File: config.mk
export PLATFORM = sky130hd
export DESIGN_NAME = rng_arbiter
export DESIGN_NICKNAME = d
export VERILOG_FILES = /design/src/rtl/rng_arb_pkg.sv /design/src/rtl/rng_arbiter_rr_pick.sv /design/src/rtl/rng_arbiter.sv
export SDC_FILE = /design/constraint.sdc
export NUM_CORES = 1
export LEC_CHECK = 0
export ABC_CLOCK_PERIOD_IN_PS = 2100
export BUFFER_PORTS_ARGS = -buffer_cell sky130_fd_sc_hd__clkbuf_2
export CORE_MARGIN = 10
export CORE_UTILIZATION = 45
export CTS_CLUSTER_DIAMETER = 80
export DETAILED_ROUTE_END_ITERATION = 10
export GPL_TIMING_DRIVEN = 0
export PLACE_DENSITY = 0.77
export SLEW_MARGIN = 10
export SYNTH_ARGS = -nofsm -noshare
export SYNTH_HDL_FRONTEND = slang
export SYNTH_SLANG_ARGS = --single-unit
File: constraint.sdc
create_clock -name clock -period 2.1 [get_ports clock]
set_clock_uncertainty 0.15 [all_clocks]
set_input_delay 0.315 -clock clock [delete_from_list [all_inputs] [get_ports clock]]
set_output_delay 0.315 -clock clock [all_outputs]
set_load 0.02 [all_outputs]
File: src/rtl/rng_arb_pkg.sv
// Shared types and constants for the random-generator arbiter.
// Holds the FSM encoding, generator width, default timeout and bench seed.
package rng_arb_pkg;

   typedef enum logic [1:0] {
      ST_IDLE    = 2'd0,
      ST_START   = 2'd1,
      ST_WAIT    = 2'd2,
      ST_DELIVER = 2'd3
   } arb_state_t;

   localparam int RNG_W = 16;
   localparam int TIMEOUT_DEF = 15;
   localparam logic [RNG_W-1:0] RNG_SEED = 16'h0005;

   // Index of the set bit in a one-hot vector of up to 8 bits.
   function automatic logic [2:0] oh2idx(input logic [7:0] oh);
      logic [2:0] r;
      r = '0;
      for (int i = 0; i < 8; i++) begin
         if (oh[i]) r = r | 3'(i);
      end
      return r;
   endfunction

endpackage

File: src/rtl/rng_arbiter_rr_pick.sv
// Round-robin priority picker: first set req bit after ptr (mod N).
// Ports: req, ptr in; win (one-hot), valid out. Purely combinational.
module rr_priority_pick
   import rng_arb_pkg::*;
#(
   parameter int N  = 4,
   parameter int PW = (N > 1) ? $clog2(N) : 1
) (
   input  logic [N-1:0]  req,
   input  logic [PW-1:0] ptr,
   output logic [N-1:0]  win,
   output logic          valid
);

   localparam logic [PW:0] NV = (PW+1)'(N);

   logic [PW:0] sum;

   // Scan ptr+1 .. ptr+N; one conditional subtract keeps the
   // index in range for non-power-of-two N.
   always_comb begin
      win   = '0;
      valid = 1'b0;
      sum   = '0;
      for (int k = 1; k <= N; k++) begin
         sum = {1'b0, ptr} + (PW+1)'(k);
         if (sum >= NV) sum = sum - NV;
         if (!valid && req[sum[PW-1:0]]) begin
            win[sum[PW-1:0]] = 1'b1;
            valid            = 1'b1;
         end
      end
   end

endmodule

File: src/rtl/rng_arbiter.sv
// Round-robin arbiter sharing one LFSR generator among NUM_REQ requesters.
// Ports: clock, rst (sync, high); req/gnt/rsp_valid per requester;
// rsp_data, busy; rng_en/rng_done/rng_data to the generator;
// err only when RNG_ARB_TIMEOUT_EN is defined (WAIT timeout abort).
module rng_arbiter
   import rng_arb_pkg::*;
#(
   parameter int NUM_REQ = 4,
   parameter int DATA_W  = RNG_W,
   parameter int TIMEOUT = TIMEOUT_DEF
) (
   input  logic               clock,
   input  logic               rst,
   input  logic [NUM_REQ-1:0] req,
   output logic [NUM_REQ-1:0] gnt,
   output logic [NUM_REQ-1:0] rsp_valid,
   output logic [DATA_W-1:0]  rsp_data,
   output logic               busy,
   output logic               rng_en,
   input  logic               rng_done,
   input  logic [DATA_W-1:0]  rng_data
`ifdef RNG_ARB_TIMEOUT_EN
   ,
   output logic               err
`endif
);

   localparam int PW = (NUM_REQ > 1) ? $clog2(NUM_REQ) : 1;

   if (NUM_REQ < 2 || NUM_REQ > 8 || TIMEOUT < 1) begin : g_bad_param
      $error("rng_arbiter: NUM_REQ must be 2..8, TIMEOUT >= 1");
   end

   arb_state_t         state;
   logic [PW-1:0]      ptr;
   logic [NUM_REQ-1:0] win_oh;
   logic               win_vld;
   logic [PW-1:0]      gnt_idx;

   rr_priority_pick #(
      .N  (NUM_REQ),
      .PW (PW)
   ) u_pick (
      .req   (req),
      .ptr   (ptr),
      .win   (win_oh),
      .valid (win_vld)
   );

   assign gnt_idx = PW'(oh2idx(8'(gnt)));

`ifdef RNG_ARB_TIMEOUT_EN
   localparam int CW = (TIMEOUT > 1) ? $clog2(TIMEOUT + 1) : 1;
   localparam logic [CW-1:0] TLAST = CW'(TIMEOUT - 1);
   logic [CW-1:0] tcnt;
`endif

   always_ff @(posedge clock) begin
      if (rst) begin
         state     <= ST_IDLE;
         gnt       <= '0;
         rsp_valid <= '0;
         rsp_data  <= '0;
         rng_en    <= 1'b0;
         busy      <= 1'b0;
         ptr       <= PW'(NUM_REQ - 1);
`ifdef RNG_ARB_TIMEOUT_EN
         tcnt      <= '0;
         err       <= 1'b0;
`endif
      end else begin
         rng_en    <= 1'b0;
         rsp_valid <= '0;
`ifdef RNG_ARB_TIMEOUT_EN
         err       <= 1'b0;
`endif
         unique case (state)
            ST_IDLE: begin
               if (win_vld) begin
                  gnt    <= win_oh;
                  rng_en <= 1'b1;
                  busy   <= 1'b1;
                  state  <= ST_START;
               end
            end
            ST_START: begin
               // generator latches en_rng here and drops its done
               state <= ST_WAIT;
`ifdef RNG_ARB_TIMEOUT_EN
               tcnt  <= '0;
`endif
            end
            ST_WAIT: begin
               if (rng_done) begin
                  rsp_data  <= rng_data;
                  rsp_valid <= gnt;
                  gnt       <= '0;
                  ptr       <= gnt_idx;
                  state     <= ST_DELIVER;
`ifdef RNG_ARB_TIMEOUT_EN
               end else if (tcnt == TLAST) begin
                  err   <= 1'b1;
                  gnt   <= '0;
                  ptr   <= gnt_idx;
                  busy  <= 1'b0;
                  state <= ST_IDLE;
               end else begin
                  tcnt <= tcnt + 1'b1;
`endif
               end
            end
            ST_DELIVER: begin
               busy  <= 1'b0;
               state <= ST_IDLE;
            end
            default: state <= ST_IDLE;
         endcase
      end
   end

endmodule
==> flow_metrics.py <==
metrics = {
    "run_status": {
        "status": "finished clean",
    },
    "job": {
        "cap_violations": 0,
    },
    "power_and_ir_drop": {
        "ir_drop_mv": 0.366,
        "leakagePower_nw": 0.789,
        "pwr_density_cell_nw_per_um2": 983,
    },
    "global_route": {
        "grt-ovfl-total": 0,
        "grt_usage_pct": 12.9,
        "antenna_found_initial": 0,
        "grt_pass1_vias": 1360,
        "grt_pass1_wl_um": 6360,
        "grt_max_degree": 11,
    },
    "timing": {
        "min_period_over_period_pct": 91.6,
        "slew_violations": 0,
        "setup_slack_ps": 177,
        "finalSetupViolCount": 0,
        "fin_crit_ps": 1920,
        "worst_slew_pin_slew_ps": 541,
        "fin_tns_setup_ps": 0,
        "clock.fmax_mhz": 520,
        "hold_viol": 0,
        "holdWs_ps": 44.4,
        "rsz0062_at_grt": "false",
        "relSlewSlack_pct": 63.6,
    },
    "placement": {
        "pre_cts_ws_ps": -185,
        "placed_area_sq_um": 1790,
        "portBuffers": 47,
        "hpwl_um": 2830,
        "gp_congestion": 0.835,
    },
    "cts": {
        "cts.sinks": 30,
        "clk_pin_slew_ps": 90,
        "tritoncts": "yes",
        "worst_skew_pair.late_latency_ps": 330,
        "clockBufferDepth": 2,
        "root_buffer": "clkbuf_4",
        "cts_buffers": 5,
        "htree_num_levels": 2,
    },
    "floorplanning": {
        "dieArea_sq_um": 6010,
        "die_w_um": 77.5,
        "die_h_um": 77.5,
        "rows": 20,
        "start_util_pct": 48.0,
        "io_pins": 49,
        "core-area_sq_um": 3100,
    },
    "route": {
        "avgRoutedWirePerCell_um": 13.7,
        "drt-initial-drc-count": 34,
        "vias_per_cell": 5.07,
        "wirelength_um": 3740,
        "first_pass_iters": 4,
        "drc": 0,
        "vias": 1379,
        "ant_nets": 0,
    },
    "synth": {
        "ys_seq_area_share_pct": 40.3,
        "yosysUniqueCellTypes": 27,
        "synth.largest_area_cell": "dfxtp_1",
        "yosys-top-cells-area": "dfxtp_1 (40%), ha_1 (10%), nand2_1 (8.8%)",
        "avgSynthCellArea_sq_um": 8.61,
        "syn_area_sq_um": 1490,
        "ys_async_sr_fraction_pct": 0,
        "syn_nets": 208,
        "synth_seq_cells": 30,
        "syn-instance-count": 173,
        "synth_edf_count": 0,
        "yosys.area.top_type_share_pct": 40.3,
        "synth_ff_type": "dfxtp_1",
        "yosys_warnings": 0,
    },
    "worst_setup_path": {
        "arrival_ps": 2000,
        "cp_cell_sequence": "inv_4 > ha_4 > mux2i_1 > nor2_1 > o211ai_1 > a31oi_1 > a221o_2",
        "setup.worst_path.start": "ptr[0]$_SDFFE_PP1P_",
        "startpoint_type": "register",
        "r2r-start": "ptr[0]$_SDFFE_PP1P_",
        "cp_slowest_cell": "dfxtp_4",
        "critPathKind": "register to register",
        "required_ps": 2170,
        "critPathMaxFanout": 8,
        "endpoint_kind": "register",
        "slowest_delay_ps": 380,
    },
    "hold_path": {
        "worst_hold_startpoint": "rng_data[6]",
        "hold_path.class": "primary input to register",
    },
    "layout": {
        "diodes": 0,
        "nets": 262,
        "drive_gt1_share_pct": 32.0,
        "syn_to_final_growth_pct": 25.7,
        "fin_area_sq_um": 1870,
        "fill_cells": 305,
    },
}
## flip-flops by register name (all words and copies together), names as in the netlist
| register | flops |
|---|---|
| rsp_data | 16 |
| gnt | 4 |
| rsp_valid | 4 |
| ptr | 2 |
| state | 2 |
| busy | 1 |
| rng_en | 1 |
## Yosys cell counts (2+ instances only)
| library cell | instances |
|---|---|
| a21oi_1 | 21 |
| a221o_2 | 4 |
| a31oi_1 | 4 |
| and2_1 | 3 |
| clkbuf_1 | 6 |
| dfxtp_1 | 30 |
| ha_1 | 12 |
| inv_1 | 4 |
| mux2_2 | 3 |
| mux2i_1 | 5 |
| nand2_1 | 35 |
| nor2_1 | 11 |
| nor3_1 | 2 |
| nor3b_1 | 6 |
| nor4b_1 | 3 |
| o211ai_1 | 4 |
| o21ai_0 | 9 |
| o21bai_1 | 2 |
## path summary, 6_finish.rpt
check                                  end  slack, ps  depth (start not counted)
setup / recovery       gnt[2]$_SDFFE_PP0P_        180                          7
hold / removal    rsp_data[6]$_SDFFE_PP0P_         40                          3
setup reg to reg       gnt[2]$_SDFFE_PP0P_        180                          7
hold reg to reg   rsp_data[0]$_SDFFE_PP0P_        310                          2
## per-layer routing
| metal | global-route usage (%) | routed length [um] | vias up |
|---|---|---|---|
| met5 | 0 | 0 | - |
| met4 | 6.75 | 71 | 0 |
| met3 | 5.53 | 266 | 6 |
| met2 | 20.7 | 1750 | 35 |
| met1 | 14.1 | 1650 | 628 |
| li1 | - | - | 710 |
## where the power goes
group	internal (mW)	total, mW	switching, mW
logic	0.323	0.782	0.458
clock network	0.133	0.312	0.179
registers	0.673	0.747	0.0737
total	1.13	1.84	0.711
## cell families after synthesis
family	after synthesis	synth area share, %
DFF	30	40.3
buffers and inverters	12	3.11
muxes	8	5.63
AOI/OAI and AO/OA	46	19.6
and+or+nand+nor	65	21.3
adders and majority gates	12	10.1
## worst max-delay path, delay by kind of cell (launching register included)
family,cells,cell delay [ps]
AO/OA/AOI/OAI,3,610
flip-flops,1,380
adder cells (fa/ha/maj),1,300
multiplexers,1,210
AND/OR/NAND/NOR,1,100
buffers and inverters,1,60
## cell type report
cell class              count  area (sq um)  share of cell area, %
well taps                  44          55.1                   2.94
repair buffers             49           250                   13.4
flip-flops and latches     30           608                   32.5
plain buffers               6          23.8                   1.27
multi-input cells         131           870                   46.4
inverters                   4          17.5                  0.935
clock buffers               8          48.8                   2.61
## stage by stage
stage               utilization (%)  cells  power [mW]
floorplan                         -    173        1.29
global placement               57.5    264        1.48
detailed placement             57.5    264        1.50
CTS                            60.1    274        1.84
global route                   60.4    272        1.98
finish                         60.4    272        1.84
## what timing repair did
action                                  CTS  global route
buffers inserted                          2             0
endpoints found under the setup margin    4            14
resized for setup                         5             7
pin swaps                                 0             1
hold buffers                              0             0
## cells in the final DEF, fill, tap and decap left out, drive strengths merged
| master | instances |
|---|---|
| dfxtp | 30 |
| buf | 3 |
| and2 | 3 |
| inv | 4 |
| nor2 | 11 |
| a31oi | 4 |
| nor2b | 1 |
| or4 | 1 |
| a21oi | 21 |
| nor4 | 1 |
| a211oi | 1 |
| nor4b | 3 |
| ha | 12 |
| o21ai | 9 |
| a221o | 4 |
| and3b | 1 |
| nand2 | 35 |
| o21bai | 2 |
| mux2i | 5 |
| a21boi | 1 |
| clkbuf | 60 |
| mux2 | 3 |
| o211ai | 4 |
| nor3 | 2 |
| or2 | 1 |
| nor3b | 6 |
Note: power is estimated with default switching activity, not from simulation.
